<file path="src/rtl/fifo_rd_packer_pkg.sv">
// fifo_rd_packer shared definitions
// counter widths and lane keep-mask helper
package fifo_rd_packer_pkg;

  localparam int DEF_WIDTH   = 8;
  localparam int DEF_RATIO   = 4;
  localparam int DEF_TIMEOUT = 16;
  localparam int MAX_LANES   = 32;

  function automatic int cnt_w(input int ratio);
    return $clog2(ratio + 1);
  endfunction

  function automatic int idle_w(input int timeout);
    return $clog2(timeout);
  endfunction

  localparam int CNT_W  = cnt_w(DEF_RATIO);
  localparam int IDLE_W = idle_w(DEF_TIMEOUT);

  // low cnt lanes set, the rest clear
  function automatic logic [MAX_LANES-1:0] keep_mask(
    input int unsigned cnt
  );
    logic [MAX_LANES-1:0] m;
    for (int i = 0; i < MAX_LANES; i++) begin
      m[i] = (32'(i) < cnt);
    end
    return m;
  endfunction

endpackage

</file>
<file path="src/rtl/fifo_rd_packer_oreg.sv">
// fifo_rd_packer output holding register
// a loaded beat stays put until the sink takes it
module fifo_rd_packer_oreg #(
  parameter int DW = 32,
  parameter int KW = 4
) (
  input  logic          clk,
  input  logic          rst,
  input  logic          load_i,
  input  logic [DW-1:0] data_i,
  input  logic [KW-1:0] keep_i,
  input  logic          ready_i,
  output logic          valid_o,
  output logic [DW-1:0] data_o,
  output logic [KW-1:0] keep_o
);

  logic          valid_q;
  logic [DW-1:0] data_q;
  logic [KW-1:0] keep_q;

  // load wins over a same-cycle accept
  always_ff @(posedge clk or posedge rst) begin
    if (rst) begin
      valid_q <= 1'b0;
      data_q  <= '0;
      keep_q  <= '0;
    end else if (load_i) begin
      valid_q <= 1'b1;
      data_q  <= data_i;
      keep_q  <= keep_i;
    end else if (ready_i) begin
      valid_q <= 1'b0;
    end
  end

  assign valid_o = valid_q;
  assign data_o  = data_q;
  assign keep_o  = keep_q;

endmodule

</file>
<file path="src/rtl/fifo_rd_packer.sv">
// fifo_rd_packer: FWFT FIFO reader that packs
// RATIO words per wide beat, closing partials
module fifo_rd_packer
  import fifo_rd_packer_pkg::*;
#(
  parameter int WIDTH   = DEF_WIDTH,
  parameter int RATIO   = DEF_RATIO,
  parameter int TIMEOUT = DEF_TIMEOUT
) (
  input  logic                   clk,
  input  logic                   rst,
  input  logic                   fifo_empty,
  input  logic [WIDTH-1:0]       fifo_dout,
  output logic                   fifo_pop,
  input  logic                   flush,
  output logic                   m_valid,
  input  logic                   m_ready,
  output logic [WIDTH*RATIO-1:0] m_data,
  output logic [RATIO-1:0]       m_keep
);

  localparam int CW = cnt_w(RATIO);
  localparam int IW = idle_w(TIMEOUT);
  localparam int DW = WIDTH * RATIO;
  localparam logic [CW-1:0] FULL = CW'(RATIO);
  localparam logic [IW-1:0] IDLE_MAX = IW'(TIMEOUT - 1);

  logic [DW-1:0] acc_data_q, acc_data_d;
  logic [CW-1:0] acc_cnt_q, acc_cnt_d;
  logic [IW-1:0] idle_q, idle_d;
  logic          close_q, close_d;

  logic                 full, partial;
  logic                 xfer, can_take, pop;
  logic [CW-1:0]        lane;
  logic [MAX_LANES-1:0] keep_all;
  logic [RATIO-1:0]     beat_keep;
  logic [DW-1:0]        beat_data;

  assign full    = (acc_cnt_q == FULL);
  assign partial = (acc_cnt_q != '0) && !full;

  assign xfer = (full | (close_q & (acc_cnt_q != '0)))
              & (!m_valid | m_ready);

  assign can_take = (!full & !close_q) | xfer;
  assign pop      = !fifo_empty & !rst & can_take;
  assign fifo_pop = pop;

  // a pop alongside xfer starts the next beat
  assign lane = xfer ? '0 : acc_cnt_q;

  assign keep_all  = keep_mask(32'(acc_cnt_q));
  assign beat_keep = keep_all[RATIO-1:0];

  // unfilled lanes leave as zero
  always_comb begin
    beat_data = '0;
    for (int i = 0; i < RATIO; i++) begin
      if (beat_keep[i]) begin
        beat_data[i*WIDTH +: WIDTH] =
          acc_data_q[i*WIDTH +: WIDTH];
      end
    end
  end

  // accumulate, idle timeout and close request
  always_comb begin
    acc_data_d = acc_data_q;
    acc_cnt_d  = acc_cnt_q;
    idle_d     = idle_q;
    close_d    = close_q;
    if (xfer) begin
      acc_data_d = '0;
      acc_cnt_d  = '0;
      close_d    = 1'b0;
    end
    if (pop) begin
      for (int i = 0; i < RATIO; i++) begin
        if (lane == CW'(i)) begin
          acc_data_d[i*WIDTH +: WIDTH] = fifo_dout;
        end
      end
      acc_cnt_d = acc_cnt_d + CW'(1);
    end
    if (pop | xfer) begin
      idle_d = '0;
    end else if (partial) begin
      if (idle_q == IDLE_MAX) begin
        close_d = 1'b1;
      end else begin
        idle_d = idle_q + IW'(1);
      end
    end
    if (flush && (acc_cnt_d != '0)) begin
      close_d = 1'b1;
    end
  end

  // accumulator state registers
  always_ff @(posedge clk or posedge rst) begin
    if (rst) begin
      acc_data_q <= '0;
      acc_cnt_q  <= '0;
      idle_q     <= '0;
      close_q    <= 1'b0;
    end else begin
      acc_data_q <= acc_data_d;
      acc_cnt_q  <= acc_cnt_d;
      idle_q     <= idle_d;
      close_q    <= close_d;
    end
  end

  fifo_rd_packer_oreg #(
    .DW (DW),
    .KW (RATIO)
  ) u_oreg (
    .clk     (clk),
    .rst     (rst),
    .load_i  (xfer),
    .data_i  (beat_data),
    .keep_i  (beat_keep),
    .ready_i (m_ready),
    .valid_o (m_valid),
    .data_o  (m_data),
    .keep_o  (m_keep)
  );

endmodule
</file>
<file path="config.mk">
export PLATFORM = sky130hd
export DESIGN_NAME = fifo_rd_packer
export DESIGN_NICKNAME = d
export VERILOG_FILES = /design/src/rtl/fifo_rd_packer_pkg.sv /design/src/rtl/fifo_rd_packer_oreg.sv /design/src/rtl/fifo_rd_packer.sv
export SDC_FILE = /design/constraint.sdc
export NUM_CORES = 1
export LEC_CHECK = 0
export ABC_CLOCK_PERIOD_IN_PS = 2700
export CAP_MARGIN = 20
export CORE_AREA = 2 2 85 95
export CTS_CLUSTER_SIZE = 20
export DETAILED_ROUTE_END_ITERATION = 8
export DIE_AREA = 0 0 87 97
export GPL_TIMING_DRIVEN = 0
export PLACE_DENSITY = 0.69
export SYNTH_ARGS = -nofsm -noshare
export SYNTH_HDL_FRONTEND = slang
export SYNTH_HIERARCHICAL = 1
export SYNTH_SLANG_ARGS = --single-unit
</file>
<file path="constraint.sdc">
create_clock -name clk -period 2.7 [get_ports clk]
set_input_delay 0.27 -clock clk [delete_from_list [all_inputs] [get_ports clk]]
set_output_delay 0.27 -clock clk [all_outputs]
set_load 0.02 [all_outputs]
</file>
==> results.ini <==
[status]
status=finished, final reports clean

[die]
core.rowCount=33
coreArea_um2=7390
pin_count=51
die_y_um=97
die_area_um2=8440
die_width_um=87
start_util_pct=49.1

[yosys]
synth_seq_area_share_pct=53.1
synthMostInstantiatedCell=dfrtp_1
synthTopCellsByArea=dfrtp_1 (53%), mux2_4 (12%), mux2i_1 (4.7%)
yosys_warnings=6
synthTopCellsByCount=dfrtp_1 (77), nand2_1 (37), mux2_4 (29), o21ai_0 (21), nor2b_1 (18)
synth.ff_latch_count=77
netlist_area_um2=3630
synth_area_per_cell_um2=12.1
synth_nets=317
synthCells=301
synth_edf_count=0
synth_cell_types=36
yosys.area.top_type=dfrtp_1
synthFlopType=dfrtp_1
synth_top_area_share_pct=53.1
synthArstFlopShare_pct=100

[cts]
hold_buffers=0
clock-sinks=77
htree_levels=3
cts_buffer_depth=2
cts_setup_buffers=0
cts_tree=built
cts_resized=0
cts-root-buf=clkbuf_8
clk_pin_slew_ps=80
cts_buffers=9
clk_latency_ps=340

[placed_design]
port_buffers=50
post-dp-hpwl_um=5140
place_congestion=0.814

[global_route]
grt_max_degree=41
grt_pass1_vias=2394
grt_pass1_wl_um=12200
grt_util_met3_pct=2.90
grt_use_met2_pct=28.1
busiest_layer=met2
use_met1_pct=27.1
track_usage_pct=18.7
grt-ovfl-total=0
grt_antenna_before_repair=0

[critical_path]
r2r_slack_ps=400
max_stage_delay_ps=640
cp_data_required_time_ps=2430
crit_chain=buf_2, nor3b_4, a21oi_1, o21a_1, clkdlybuf4s50_1
cpMaxStageDelayCell=clkdlybuf4s50_1
r2r_end=u_oreg/keep_o[1]
reg2regPathDepth=8
endpoint_kind=output pin
r2r_start=acc_cnt_q[0]
crit_path_max_fanout=10
critPathBufInv=2
start_kind=flip-flop
path_class=reg2out
crit_arrival_ps=2260
crit_family=buffers and inverters

[sta]
hold_viol_final=0
worst_pin_slew_ps=861
fin_crit_sh_pct=93.6
rsz0062_at_grt=false
drv_slew=0
final.min_clock_period_ps=2530
skew_ps=8.02
max_freq_mhz=396
fin_hold_ws_ps=493
tns_ps=0
setup_viol=0
slew_headroom_pct=42.6

[cells_and_area]
drive_gt1_share_pct=19.1
areaGrowthSynthToFinish_pct=22.3
nets=378
antenna_cells=0

[power]
cellLeakagePower_nw=2.07
clockPowerShare_pct=21.8
swShare_pct=34.9
power.density_nw_per_um2=914
ir_worst_vdd_v=0.000500
comb_power_share_pct=38.9
sequentialPowerShare_pct=39.3
intPower_mw=2.64
p_sw_mw=1.42

[run]
max_cap_viol_count=0

[detailed_routing]
final_antenna_net_count=0
num_vias=2337
wl_per_cell_um=15.7
drt-total-wl_um=7120
drt-initial-drc-count=111
dr.pass1.iters=4
drc_errors=0
vias_per_cell=5.15

[min_path]
hold_path_class=in2async

cell usage in the layout, fill, tap and decap left out, drive strengths merged, types with 2 or more instances in the layout:
cell type / count
clkbuf: 14
inv: 17
o21ai: 23
dfrtp: 77
buf: 10
a21oi: 3
nand2: 37
nor3: 2
and3: 3
nor3b: 2
mux2i: 17
and2: 16
ha: 3
mux2: 36
o21a: 3
clkinvlp: 2
nand4: 2
nor2: 8
nor2b: 18
clkdlybuf4s50: 50
xnor2: 4
nand3: 9
how the worst max path moves through the flow:
stage                       startpoint               end  slack [ps]  cells after the start
after floorplan           acc_cnt_q[0]  u_oreg/data_o[0]         710                      8
after global placement             rst          fifo_pop         300                      4
after detailed placement           rst          fifo_pop         220                      4
after CTS                 acc_cnt_q[0]          fifo_pop         160                      5
after global routing      acc_cnt_q[0]          fifo_pop          60                      5
final                     acc_cnt_q[0]          fifo_pop         170                      5
per-stage QoR:
stage / power (mW) / setup WS, ps / cells / utilization (%) / cell area [um^2]
3_3_place_gp: 3.16 / 297 / 438 / 57.4 / 4240
3_5_place_dp: 3.21 / 224 / 438 / 57.4 / 4240
4_1_cts: 4.09 / 160 / 454 / 60.1 / 4440
5_1_grt: 4.31 / 57.1 / 454 / 60.1 / 4440
2_1_floorplan: 2.75 / 713 / 301 / - / 3630
6_report: 4.06 / 172 / 454 / 60.1 / 4440
area by class of cell:
type                    count  area, um^2
plain buffers              13         125
repair buffers             50         500
multi-input cells         195        1520
clock buffers              11         141
clock inverters             5        58.8
fillers                   625        2950
well taps                  87         109
inverters                  16        60.1
flip-flops and latches     77        1930
kinds of logic (layout without fill, tap and decap cells):
| family | after synthesis | after routing | synth area share [%] |
|---|---|---|---|
| simple gates | 101 | 101 | 15.1 |
| compound gates | 34 | 34 | 5.89 |
| flops | 77 | 77 | 53.1 |
| xor+xnor | 4 | 4 | 0.965 |
| mux | 53 | 53 | 18.9 |
| buf+inv | 29 | 95 | 5.10 |
| fa+ha+maj | 3 | 3 | 1.03 |
layer usage:
metal  routed length [um]  vias to the layer above
met2                 3300                       41
met5                    0                        -
li1                     -                     1133
met4                  122                        0
met1                 3520                     1152
met3                  175                       11
power groups by stage:
stage	clock network, mW	logic (mW)	registers (mW)
finish	0.884	1.58	1.60
global route	0.943	1.73	1.64
CTS	0.900	1.60	1.60
detailed placement	0	1.59	1.62
global placement	0	1.55	1.61
floorplan	0	1.07	1.69
flip-flops by register name, indices dropped and copies added, names as in the netlist:
name	count
u_oreg/keep_o	4
close_q	1
u_oreg/data_o	32
u_oreg/valid_o	1
acc_cnt_q	3
idle_q	4
acc_data_q	32
Note: power is estimated with default switching activity, not from simulation.
